===== src/rtl/vram_pkg.sv =====
// Shared display timing and framebuffer geometry for the VRAM arbiter.
package vram_pkg;
  localparam int H_VISIBLE = 640;
  localparam int V_VISIBLE = 480;
  localparam int H_TOTAL   = 800;
  localparam int V_TOTAL   = 525;

  localparam int FB_W    = 160;
  localparam int FB_H    = 120;
  localparam int FB_SIZE = FB_W * FB_H;
  localparam int ADDR_W  = 15;

  typedef logic [7:0] pixel_t;
endpackage


===== src/rtl/vram_fetch_addr.sv =====
// Display slot detection and framebuffer address of the cell the scan needs next.
module vram_fetch_addr
  import vram_pkg::*;
(
  input  logic [9:0]        counter_x,
  input  logic [9:0]        counter_y,
  output logic              fetch,
  output logic [ADDR_W-1:0] fetch_addr
);
  logic       slot_line, slot_wrap, disp_slot;
  logic [9:0] next_y, src_y;
  logic [7:0] col, row;

  always_comb begin
    // Mid-line slots prefetch the next 4-pixel group; x=798 prefetches col 0 of the next line.
    slot_line  = (counter_x[1:0] == 2'd2) && (counter_x < 10'(H_VISIBLE - 2));
    slot_wrap  = (counter_x == 10'(H_TOTAL - 2));
    next_y     = (counter_y == 10'(V_TOTAL - 1)) ? 10'd0 : counter_y + 10'd1;
    src_y      = slot_wrap ? next_y : counter_y;
    col        = slot_wrap ? 8'd0 : counter_x[9:2] + 8'd1;
    row        = src_y[9:2];
    disp_slot  = slot_line | slot_wrap;
    fetch      = disp_slot && (src_y < 10'(V_VISIBLE));
    fetch_addr = (ADDR_W'(row) << 7) + (ADDR_W'(row) << 5) + ADDR_W'(col);
  end
endmodule


===== src/rtl/vram_arbiter.sv =====
// Single-port VRAM shared between fixed display fetch slots and a CPU req/ack port.
module vram_arbiter
  import vram_pkg::*;
(
  input  logic              clk,
  input  logic              rst,
  input  logic [9:0]        counter_x,
  input  logic [9:0]        counter_y,
  input  logic              cpu_req,
  input  logic              cpu_we,
  input  logic [ADDR_W-1:0] cpu_addr,
  input  logic [7:0]        cpu_wdata,
  output logic              cpu_ack,
  output logic              cpu_rvalid,
  output logic [7:0]        cpu_rdata,
  output logic [ADDR_W-1:0] ram_addr,
  output logic              ram_we,
  output logic [7:0]        ram_wdata,
  input  logic [7:0]        ram_rdata,
  output logic [7:0]        pixel_color
);
  logic              fetch, fetch_d, in_range, rd_pend, rd_oor;
  logic [ADDR_W-1:0] fetch_addr;
  pixel_t            cur_pix;

  vram_fetch_addr u_fetch (
    .counter_x  (counter_x),
    .counter_y  (counter_y),
    .fetch      (fetch),
    .fetch_addr (fetch_addr)
  );

  // Display owns the RAM on its slots; every other cycle is the CPU's.
  assign in_range   = cpu_addr < ADDR_W'(FB_SIZE);
  assign cpu_ack    = cpu_req & ~fetch;
  assign ram_addr   = fetch ? fetch_addr : cpu_addr;
  assign ram_we     = cpu_ack & cpu_we & in_range;
  assign ram_wdata  = cpu_wdata;
  assign cpu_rvalid = rd_pend;
  assign cpu_rdata  = (rd_pend & ~rd_oor) ? ram_rdata : 8'd0;

  always_ff @(posedge clk) begin
    if (rst) begin
      fetch_d     <= 1'b0;
      rd_pend     <= 1'b0;
      rd_oor      <= 1'b0;
      cur_pix     <= '0;
      pixel_color <= '0;
    end else begin
      fetch_d <= fetch;
      rd_pend <= cpu_ack & ~cpu_we;
      rd_oor  <= ~in_range;
      // RAM data for the slot fetch arrives at x=3 (mod 4), ready for the next group.
      if (counter_x[1:0] == 2'd3 && fetch_d) cur_pix <= ram_rdata;
      pixel_color <= (counter_x < 10'(H_VISIBLE) && counter_y < 10'(V_VISIBLE)) ? cur_pix : '0;
    end
  end
endmodule


===== config.mk =====
export PLATFORM = sky130hd
export DESIGN_NAME = vram_arbiter
export DESIGN_NICKNAME = d
export VERILOG_FILES = /design/src/rtl/vram_pkg.sv /design/src/rtl/vram_fetch_addr.sv /design/src/rtl/vram_arbiter.sv
export SDC_FILE = /design/constraint.sdc
export NUM_CORES = 1
export LEC_CHECK = 0
export BUFFER_PORTS_ARGS = -buffer_cell sky130_fd_sc_hd__buf_2
export CAP_MARGIN = 20
export CORE_ASPECT_RATIO = 1.1
export CORE_MARGIN = 5
export CORE_UTILIZATION = 42
export CTS_BUF_LIST = sky130_fd_sc_hd__clkbuf_2 sky130_fd_sc_hd__clkbuf_4 sky130_fd_sc_hd__clkbuf_8
export DETAILED_ROUTE_END_ITERATION = 7
export GPL_TIMING_DRIVEN = 0
export PLACE_DENSITY = 0.89
export SETUP_SLACK_MARGIN = 0.02
export SYNTH_ARGS = -nofsm -noshare
export SYNTH_HDL_FRONTEND = slang
export SYNTH_SLANG_ARGS = --single-unit

===== constraint.sdc =====
create_clock -name clk -period 3.6 [get_ports clk]
set_input_delay 0.18 -clock clk [delete_from_list [all_inputs] [get_ports clk]]
set_output_delay 0.18 -clock clk [all_outputs]
set_load 0.01 [all_outputs]

# Word level (Yosys, flattened, before mapping)

Cells that the tools add are included.

Bits of input ports: 55
Bits in registers: 19

Muxes and demuxes: 5
Add/sub/neg operators: 4
Reductions and logical operators: 5
Order comparisons: 5
Bitwise logic cells: 11
Eq/ne operators: 4

Operator list:

| operator                                                     | count |
|---|---|
| equality test 10 bit (second input constant)                 | 2 |
| less-than comparator 10 bit (second input constant)          | 2 |
| less-than comparator 10 x 9 -> 1 bit (second input constant) | 2 |
| 2-to-1 mux 10 bit                                            | 2 |
| 2-to-1 mux 8 bit                                             | 2 |
| adder 15 x 13 -> 15 bit                                      | 1 |
| adder 15 x 8 -> 15 bit                                       | 1 |
| less-than comparator 15 bit (second input constant)          | 1 |
| 2-to-1 mux 15 bit                                            | 1 |
| adder 10 x 1 -> 10 bit (second input constant)               | 1 |
| adder 8 x 1 -> 8 bit (second input constant)                 | 1 |
| AND 1 bit                                                    | 5 |
| NOT 1 bit                                                    | 5 |
| equality test 2 bit (second input constant)                  | 2 |
| logical AND 1 bit                                            | 4 |
| OR reduction 2 bit                                           | 1 |
| bitwise OR 1 bit                                             | 1 |

# Logic depth before layout (Yosys ltp)

Gate-level depths: netlist of run 1.

Word-level depth: 9
Depth in mapped cells: 17
Mapped depth without buffers: 16

# Hierarchy

Synthesis of run 1 repeated with hierarchy kept, for this count alone.

Cell total of the unflattened synthesis: 235
Area total of the unflattened synthesis: 2,074.5 µm²

Modules (own cells, without submodules):

| module          | area an instance (µm²) | cells an instance | instances | seq. area each (µm²) |
|---|---|---|---|---|
| vram_arbiter    | 1,203.7                | 112               | 1         | 380.4 |
| vram_fetch_addr | 870.8                  | 123               | 1         | 0.0 |

# Worst setup path before layout of run 1

Ideal clock, no wire load.

Path kind: input to output
Start: in counter_x[0]
End: out ram_addr[13]
Buffers on the path: 1
Stages: 16
Arrival: 3.528 ns
Slack: -0.108 ns
Data required time: 3.420 ns
Cell sequence: or4b_4 > nor2_1 > and3_1 > clkbuf_1 > and3_1 > and3_1 > xnor2_1 > fa_1 > inv_1 > ha_1 > a21oi_1 > o211ai_1 > nor4_1 > nor3_1 > xor2_1 > mux2_4

Word-level cells in the longest chain between the ends: 5

RTL lines:

| item                                                               | RTL line                                     | source |
|---|---|---|
| start: declaration                                                 | vram_arbiter.sv:7                            | `input logic [9:0] counter_x,` |
| equality test 10 bit, or another cell as far along                 | vram_fetch_addr.sv:17                        | `slot_wrap = (counter_x == 10'(H_TOTAL - 2));` |
| 2-to-1 mux 10 bit / logical AND 1 bit (equally long branches)      | vram_fetch_addr.sv:19, vram_fetch_addr.sv:16 |  |
| adder 15 x 13 -> 15 bit, or another cell as far along              | vram_fetch_addr.sv:24                        | `fetch_addr = (ADDR_W'(row) << 7) + (ADDR_W'(row) << 5) + ADDR_W'(col);` |
| adder 15 x 8 -> 15 bit / logical AND 1 bit (equally long branches) | vram_fetch_addr.sv:24, vram_fetch_addr.sv:23 |  |
| 2-to-1 mux 15 bit *                                                | vram_arbiter.sv:36                           | `assign ram_addr = fetch ? fetch_addr : cpu_addr;` |
| end: declaration                                                   | vram_arbiter.sv:16                           | `output logic [ADDR_W-1:0] ram_addr,` |

Mark *: on every way between the ends. The rest lies on a longest branch, timed or not.

# Worst setup path in the final report of run 1

Start: in counter_x[5]
End: out ram_addr[13]

Word-level cells in the longest chain between the ends: 5

RTL lines:

| item                                                                       | RTL line |
|---|---|
| equality test 10 bit / less-than comparator 10 bit (equally long branches) | vram_fetch_addr.sv:17, vram_fetch_addr.sv:16 |
| 2-to-1 mux 10 bit / logical AND 1 bit (equally long branches)              | vram_fetch_addr.sv:19, vram_fetch_addr.sv:16 |
| adder 15 x 13 -> 15 bit, or another cell as far along                      | vram_fetch_addr.sv:24 |
| adder 15 x 8 -> 15 bit / logical AND 1 bit (equally long branches)         | vram_fetch_addr.sv:24, vram_fetch_addr.sv:23 |
| 2-to-1 mux 15 bit *                                                        | vram_arbiter.sv:36 |

Marked as above.

==> results summary, run 1 <==
The run finished, with violations left. The checks that failed: negative setup slack. In this run, synthesis inferred 0 flip-flops with an integrated enable. The total number of yosys warnings is 0. The maximum cell stage delay along the critical path came out at 0.56 ns.

Ranked by instance count, the synthesized netlist is headed by nor2_1, dfxtp_1, and2_1, ha_1. The worst setup path is launched from a primary input. Summed over all layers, the routed wires come to 4.834 mm. Row generation in the floorplan step produced 24 rows. The number of hold buffers added after CTS was 0. With fillers left out, the area of the finished cells amounts to 2620 um^2. The worst hold slack across all endpoints is 0.1635 ns. The slowest library cell on the worst path is fa_1.

The area of placed instances came out at around 2300 um^2. The setup-violating endpoint count in the final report came out at 5. The share of final-layout standard cells stronger than drive strength 1 is 50.16%. Fill cells in the final layout number 326. By instance count, the leading cell after synthesis is nor2_1. The number of diodes came out at 0.

In this run the count of I/O pins placed on the die edge is a little under 100. The area of the multi-input gates came out at 1404 um^2. The max-slew violation count came out at 0.

The first-pass GRT wire length came out at roughly 7.7 mm. The layout overhead on the synthesized area is 47.05%. At the end of routability-driven placement, the weighted congestion stood at between 0.7 and 0.8. The slack of the worst reg-to-reg path came out at 2.45 ns.

The overall overflow remaining after global route is 0. The detailed-route wire length per cell came out at between 10 and 15 um. In this run the deepest clock path goes through 2 buffers. Synthesis produced a netlist whose cell count is roughly 200. The minimum period implied by the final worst setup slack is roughly 3.8 ns. After the last flow step, the layout net total stands at 383. The worst path arrival time came out at 3.60 ns. The number of antenna violations at the first check in global routing is 0. The net count after synthesis came out at 277. The detailed-route DRC error count came out at 0. The via count is 1816. The filler-free cell count of the finished design came out at about 360. The clock-pin slew reported for the worst setup and hold paths after clock tree synthesis came out at approximately 0.07 ns. The average via count per standard cell is between 5 and 6. The number of global-route vias before repair came out at approximately 1900. STA classifies the critical path endpoint as an output port.

Setup repair after global routing could not meet its margin everywhere. The share of synthesized area in the top cell type comes to about a fifth. Once the floorplan was initialized, standard cells occupied roughly 44% of the core. At the worst endpoint, the required time is 3.42 ns. Counting stages on the worst path, the most repeated cell is and3_4. The largest net degree at the start of global routing is 12. The relative slew slack came out at 66.35%. The hold violation count in the final report came out at 0.

The tree is rooted in a clkbuf_8. The dominant delay contributor by cell family on the critical path is simple AND/OR/NAND/NOR gates. The total CTS buffers came out at 3.

The TritonCTS clock tree is built. The all-layer global routing usage came out at 16.28%. The worst vdd rail ir drop is approximately 0.00015 V. Walking the worst path, the cells encountered are buf_8 -> or4b_4 -> nor2_4 -> and3_4 -> and3_4 -> xor2_2 -> nand2_1 -> fa_1 -> inv_2 -> ha_4 -> a21oi_4 -> o211ai_1 -> nor4_1 -> nor3_1 -> xor2_1 -> mux2_4 -> buf_6.

The most used flip-flop cell after synthesis is dfxtp_1. The top fanout value on the critical path came out at 3. Sorting the synthesized cells by area gives the leading types as dfxtp_1, ha_1, and2_1, mux2_2, nor2_1. The largest total area in the synthesized netlist belongs to dfxtp_1. The detailed-router iteration count before antenna repair came out at 4. The number of H-tree levels is 1. The synthesized area divided by synthesized cell count is ~8.7 um^2. The total area of sequential cells came out at 380.4 um^2. The number of sinks on the clock net came out at 19.

The quantity of I/O buffers inserted on ports is between 80 and 90. The power per cell area came out at around 240 nW/um^2. The vertical die dimension is 78.31 um. The maximum clock skew at final layout came out at 0.005994 ns. The die span in x came out at slightly above 70 um. The total die area is approximately 5600 um^2. The number of distinct standard cells referenced by the synthesized netlist is 37.

The sum of net half-perimeters after detailed placement is around 3.8 mm. The number of violations reported at the end of detailed-routing iteration 0 is 39. By startpoint and endpoint, the worst setup path is classified as primary input to output port. For this run, the share of the core covered by cells in the final layout is between 60% and 70%. The mapped cell area is between 1500 and 2000 um^2. The synthesis-stage register bit count came out at 19. The worst-margin pin slew is between 0.5 and 0.6 ns. In this run the standard cell core region covers 4024 um^2. The tightest min-delay check is of the primary input to flop type.

The register area share after synthesis came out at between 20% and 30%. The count of maximum capacitance violations came out at 0. The detail route stage leaves a number of antenna-violating nets equal to 0. The part of the cycle the worst path needs is 105.0%. The total leakage power came out at approximately 0.0014 uW. The cell count after placement is approximately 340. The worst setup slack after layout is -0.1794 ns.

The clock reaches the later pin of the worst-skew pair after between 0.2 and 0.3 ns. The post-synthesis async set-or-reset flop share is 0%. The number of buffers and inverters on the critical path is 3. The maximum operating frequency came out at about 0.26 GHz.
routing by layer:
layer  GRT usage [%]  vias up  wire (um)
met5               0        -          0
met4           2.444        0         26
met3           4.470        2        384
met2           30.24       72       2494
met1           18.64      825       1928
li1                -      917          -
kinds of logic (layout without fill, tap and decap cells):
logic type | count (synthesis) | count (layout) | synth area share [%]
xor+xnor | 19 | 19 | 9.340
buf+inv | 20 | 125 | 7.233
compound gates | 19 | 19 | 7.233
mux | 23 | 23 | 14.96
simple gates | 86 | 86 | 26.40
flops | 19 | 19 | 21.35
fa+ha+maj | 18 | 18 | 13.48
flip-flops by register name, summed over array words and instances, names as in the netlist:
| signal | count |
|---|---|
| pixel_color | 8 |
| rd_oor | 1 |
| fetch_d | 1 |
| cpu_rvalid | 1 |
| cur_pix | 8 |
worst reg2reg max path, stage by stage (launching register included):
cell and delay [ns]:
dfxtp_1 0.31, nand3_1 0.37, mux2i_1 0.30, nor2_1 0.06
area by class of cell:
type | instances | share of cell area (%)
Clock buffer | 3 | 1.576
Buffer | 13 | 3.916
Timing Repair Buffer | 102 | 22.87
Tap cell | 52 | 2.483
Clock inverter | 1 | 0.1910
Sequential cell | 19 | 14.52
Inverter | 6 | 0.8596
Multi-Input combinational cell | 165 | 53.58
power breakdown:
group / internal [uW] / leakage [uW] / switching [uW]
Combinational: 137 / 0.00117 / 125
Clock: 77.0 / 0.0000255 / 71.0
Sequential: 212 / 0.000153 / 0.710
repair_timing:
action                                  CTS  global route
endpoints found under the setup margin    7             6
pin swaps                                26            18
resized for setup                        16            13
buffers inserted                         11             4
cell usage in the layout, fill, tap and decap left out, types with 2 or more instances in the layout:
master    synthesis  routed
clkbuf_8          0       3
o21ai_0           3       3
o21a_1            2       2
a21oi_1           6       4
nor2_2            0       2
mux2_2            9       9
ha_4              0       3
dfxtp_1          19      19
nor2b_1           5       5
xor2_1           10       8
o211ai_1          2       2
mux2i_1           9       9
xnor2_2           0       2
nand3_1          10       9
nor3_1            2       2
nor4_1            2       2
ha_1             16      12
mux2_4            5       5
buf_2             0      80
nor2_1           25      22
buf_4             8      22
clkbuf_1          4       3
and4_1            2       2
nand3b_1          2       2
inv_1             6       5
and3_4            0       3
nand2_2           0       2
nand4_1           4       4
xnor2_1           9       7
buf_6             1       8
xor2_2            0       2
and3_1            5       2
and2_1           17      17
nand2_1           9       7
final timing paths:
| check | from | to | cells after the start |
|---|---|---|---|
| max | counter_x[5] | ram_addr[13] | 17 |
| min | ram_rdata[0] | cur_pix[0] | 3 |
| max reg2reg | fetch_d | cur_pix[5] | 3 |
| min reg2reg | cur_pix[1] | pixel_color[1] | 1 |
through the flow:
stage          total power (uW)  setup WS, ns  TNS [ns]
2_1_floorplan             361.0       0.06519         0
3_3_place_gp              432.2       -0.3917    -1.409
3_5_place_dp              439.8       -0.4222    -1.592
4_1_cts                   607.1       -0.2180   -0.6951
5_1_grt                   662.2       -0.3092    -1.085
6_report                  621.9       -0.1794   -0.3027
Power figures use the tool's default switching activity.
==> inputs of run 2 (changes only) <==
--- a/config.mk
+++ b/config.mk
@@ -5,15 +5,16 @@
 export SDC_FILE = /design/constraint.sdc
 export NUM_CORES = 1
 export LEC_CHECK = 0
+export ABC_AREA = 1
 export BUFFER_PORTS_ARGS = -buffer_cell sky130_fd_sc_hd__buf_2
 export CAP_MARGIN = 20
 export CORE_ASPECT_RATIO = 1.1
 export CORE_MARGIN = 5
-export CORE_UTILIZATION = 42
+export CORE_UTILIZATION = 43
 export CTS_BUF_LIST = sky130_fd_sc_hd__clkbuf_2 sky130_fd_sc_hd__clkbuf_4 sky130_fd_sc_hd__clkbuf_8
 export DETAILED_ROUTE_END_ITERATION = 7
 export GPL_TIMING_DRIVEN = 0
-export PLACE_DENSITY = 0.89
+export PLACE_DENSITY = 0.88
 export SETUP_SLACK_MARGIN = 0.02
 export SYNTH_ARGS = -nofsm -noshare
 export SYNTH_HDL_FRONTEND = slang
==> results summary, run 2 <==
Run status: finished clean (was complete, but fails checks). The detailed-route DRC error count was 0 (unchanged). The via count is 2267 (was 1816). The cell count after placement came out at 470 (was 343). The number of violations reported at the end of detailed-routing iteration 0 is 84 (was 39). The total length of routed wires is 5.368 mm (was 4.834 mm). The share of final-layout standard cells stronger than drive strength 1 came out at 29.19% (was 50.16%). The met2 usage in global routing is 31.71% (was 30.24%).

The beginning of the worst hold path is rst (was ram_rdata[0]). The number of global-route vias before repair is 2059 (was 1857). The area of placed instances is 2507 um^2 (was 2328 um^2). The first-pass GRT wire length came to 8.666 mm (was 7.707 mm). The most common cell after layout, fill and taps aside is buf_2 (unchanged). The critical path startpoint is counter_x[2] (was counter_x[5]). The count of standard-cell rows was 26 (was 24).

The synthesized area divided by synthesized cell count came out at 6.126 um^2 (was 8.734 um^2). The filler-free cell count of the finished design came out at 474 (was 361). The cell type contributing the most total cell area after synthesis is dfxtp_1 (unchanged). The post-synthesis async set-or-reset flop share came out at 0% (unchanged). The overall power consumption is 601.6 uW (was 621.9 uW). The all-layer global routing usage came out at 17.83% (was 16.28%). The vertical die dimension came out at 81.48 um (was 78.31 um). The power per cell area was 234.9 nW/um^2 (was 237.4 nW/um^2). The net count after synthesis came out at 399 (was 277). The slack of the worst reg-to-reg path came out at 2.44 ns (was 2.45 ns). The met1 demand-to-capacity share in global routing was 21.38% (was 18.64%). The top fanout value on the critical path is 8 (was 3). The library cell with the highest instance count after synthesis is nand2_1 (was nor2_1). The worst path arrival time came out at 3.07 ns (was 3.60 ns). The minimum period implied by the final worst setup slack is 3.252 ns (was 3.779 ns).

The effective utilization at floorplan is 43.54% (was 44.28%). Top Registers: cur_pix x8, pixel_color x8 (unchanged). The data required time of the worst path came out at 3.42 ns (about the same).

The average via count per standard cell is 4.783 (was 5.030). The synthesis-stage register bit count came out at 19 (unchanged). The number of placed I/O pins came out at 97 (unchanged). The worst setup path category is primary input to output port (unchanged).

The count of nets left with antenna violations after detail routing came out at 0 (unchanged). The total CTS buffers came to 3 (unchanged). The worst hold slack across all endpoints is 0.1240 ns (was 0.1635 ns). The endpoint of the most critical register-to-register path is cur_pix[2] (was cur_pix[5]). The largest net degree at the start of global routing came out at 11 (was 12). The gate count after technology mapping is 326 (was 204).

The maximum operating frequency was 0.3075 GHz (was 0.2646 GHz). The hold violation count in the final report is 0 (unchanged). The final RePlAce weighted congestion is 0.8925 (was 0.7827). The clock-pin slew reported for the worst setup and hold paths after clock tree synthesis is 0.06 ns (was 0.07 ns). The clock tree root driver cell is clkbuf_8 (unchanged). Most frequent cells in the layout: buf_2, nand2_1, inv_1 (was buf_2, nor2_1, buf_4). The most used routing layer is met2 (unchanged). The detailed-router iteration count before antenna repair is 4 (unchanged). The final net count came out at 492 (was 383).

The worst-margin pin slew came to 0.3816 ns (was 0.5034 ns). The number of synthesized flops with an enable pin was 0 (unchanged). The latest clock arrival within the worst-skew pair came out at 0.26 ns (about the same).

The worst vdd rail ir drop is 0.00009976 V (was 0.0001549 V). The launching point of the worst reg2reg path is fetch_d (unchanged). The count of maximum capacitance violations came to 0 (unchanged).

The layout overhead on the synthesized area came out at 28.26% (was 47.05%). The total die area came to 6109 um^2 (was 5646 um^2). The number of distinct standard cells referenced by the synthesized netlist is 30 (was 37). The quantity of I/O buffers inserted on ports came out at 88 (was 86). The setup-violating endpoint count in the final report came out at 0 (was 5). The final design area excluding fillers is 2561 um^2 (was 2620 um^2). The total number of yosys warnings was 0 (unchanged).

The top flip-flop cell by instance count after synthesis is dfxtp_1 (unchanged). The class of the tightest hold or removal check is primary input to flop (unchanged). Setup repair after global routing missed its margin: no (was yes).

The mapped cell area came out at 1997 um^2 (was 1782 um^2). The placeable core region came to 4587 um^2 (was 4024 um^2). The max-slew violation count is 0 (unchanged).

The overall overflow remaining after global route came out at 0 (unchanged). The top cell type's share of synthesized area is 19.05% (was 21.35%). The sum of net half-perimeters after detailed placement came out at 4.726 mm (was 3.822 mm). The number of instances on the worst hold path came to 2 (was 3). The kind of launch point of the worst setup path is a primary input (unchanged). The part of the cycle the worst path needs came out at 90.33% (was 105.0%). The relative slew slack came out at 74.56% (was 66.35%). The register area share after synthesis came out at 19.05% (was 21.35%).

The number of sinks on the clock net is 19 (unchanged). The detailed-route wire length per cell came to 11.32 um (was 13.39 um). The die span in x is 74.98 um (was 72.10 um). The worst min-delay path endpoint is fetch_d (was cur_pix[0]).

The number of diodes is 0 (unchanged). The total leakage power is 0.001470 uW (was 0.001353 uW). The buffer levels on the longest clock path was 2 (unchanged). Top cells by area in the synthesized netlist: dfxtp_1, nand2_1, ha_1, inv_1, nor2_1 (was dfxtp_1, ha_1, and2_1, mux2_2, nor2_1).

The logic depth of the worst register-to-register path was 4 (was 3). The setup TNS after final layout came out at 0 ns (was -0.3027 ns). The maximum clock skew at final layout came out at 0.003612 ns (was 0.005994 ns). The met3 capacity usage during global routing is 1.714% (was 4.470%). The TritonCTS clock tree is built (unchanged).

The number of antenna violations at the first check in global routing came out at 0 (unchanged). The endpoint class of the critical path is an output port (unchanged). The number of H-tree levels is 1 (unchanged). Top cells by instance count after synthesis: nand2_1, inv_1, nor2_1, nand3_1, dfxtp_1 (was nor2_1, dfxtp_1, and2_1, ha_1).
-- run 2: worst max-delay path: stages --
cell and delay (ns):
buf_2 0.10, ha_1 0.18, nand2_1 0.08, nor2_1 0.13, nand2_1 0.10, nor2_4 0.20, nand3_1 0.13, o221a_2 0.31
ha_1 0.30, ha_1 0.24, fa_1 0.44, nand3_1 0.11, nand2_1 0.09, nand4_1 0.09, o211ai_1 0.08, nand4_1 0.10
nand2_1 0.05, buf_2 0.14
-- run 2: cell type report --
| cell class | count | area [um^2] |
|---|---|---|
| multi-input combinational | 242 | 1334 |
| tap | 56 | 70.07 |
| clock buffer | 4 | 48.80 |
| inverter | 52 | 195.2 |
| timing repair buffer | 88 | 440.4 |
| buffer | 13 | 92.59 |
| fill | 466 | 2026 |
| sequential | 19 | 380.4 |
-- run 2: worst max path at each step --
stage / cells after the start / to / slack [ns]
global placement: 18 / ram_addr[14] / 0.38
detailed placement: 18 / ram_addr[14] / 0.35
CTS: 18 / ram_addr[14] / 0.33
finish: 18 / ram_addr[14] / 0.35
floorplan: 15 / ram_addr[12] / 0.81
global route: 20 / ram_addr[13] / 0.06
-- run 2: what timing repair did --
action | in CTS | in global routing
buffers inserted | 0 | 0
hold buffers | 0 | 0
endpoints found under the setup margin | 0 | 4
resized for setup | 0 | 2
-- run 2: kinds of logic after synthesis --
kind of cell / count (synthesis) / share of synthesized area (%)
AO/OA/AOI/OAI: 31 / 9.023
XOR/XNOR: 8 / 3.509
adder cells (fa/ha/maj): 18 / 12.03
buffers and inverters: 65 / 14.41
flip-flops: 19 / 19.05
AND/OR/NAND/NOR: 185 / 41.98
-- run 2: per-stage QoR --
step	worst slack (ns)	utilization (%)
after floorplan	0.8057	-
after global placement	0.3767	54.66
after detailed placement	0.3452	54.66
after CTS	0.3314	55.73
after global routing	0.05850	55.84
final	0.3482	55.84
-- run 2: report_power, final --
group	switching [uW]	total [uW]	internal, uW	leakage [uW]
clock network	66.6	153	86.2	0.0000262
registers	0.703	213	212	0.000154
logic	136	236	99.2	0.00129
total	204	602	398	0.00147
-- run 2: layer usage --
| layer | vias to the layer above | part of all wire (%) |
|---|---|---|
| li1 | 1212 | - |
| met4 | 0 | 1.8 |
| met2 | 78 | 49 |
| met1 | 967 | 40 |
| met3 | 10 | 8.5 |
| met5 | - | 0 |
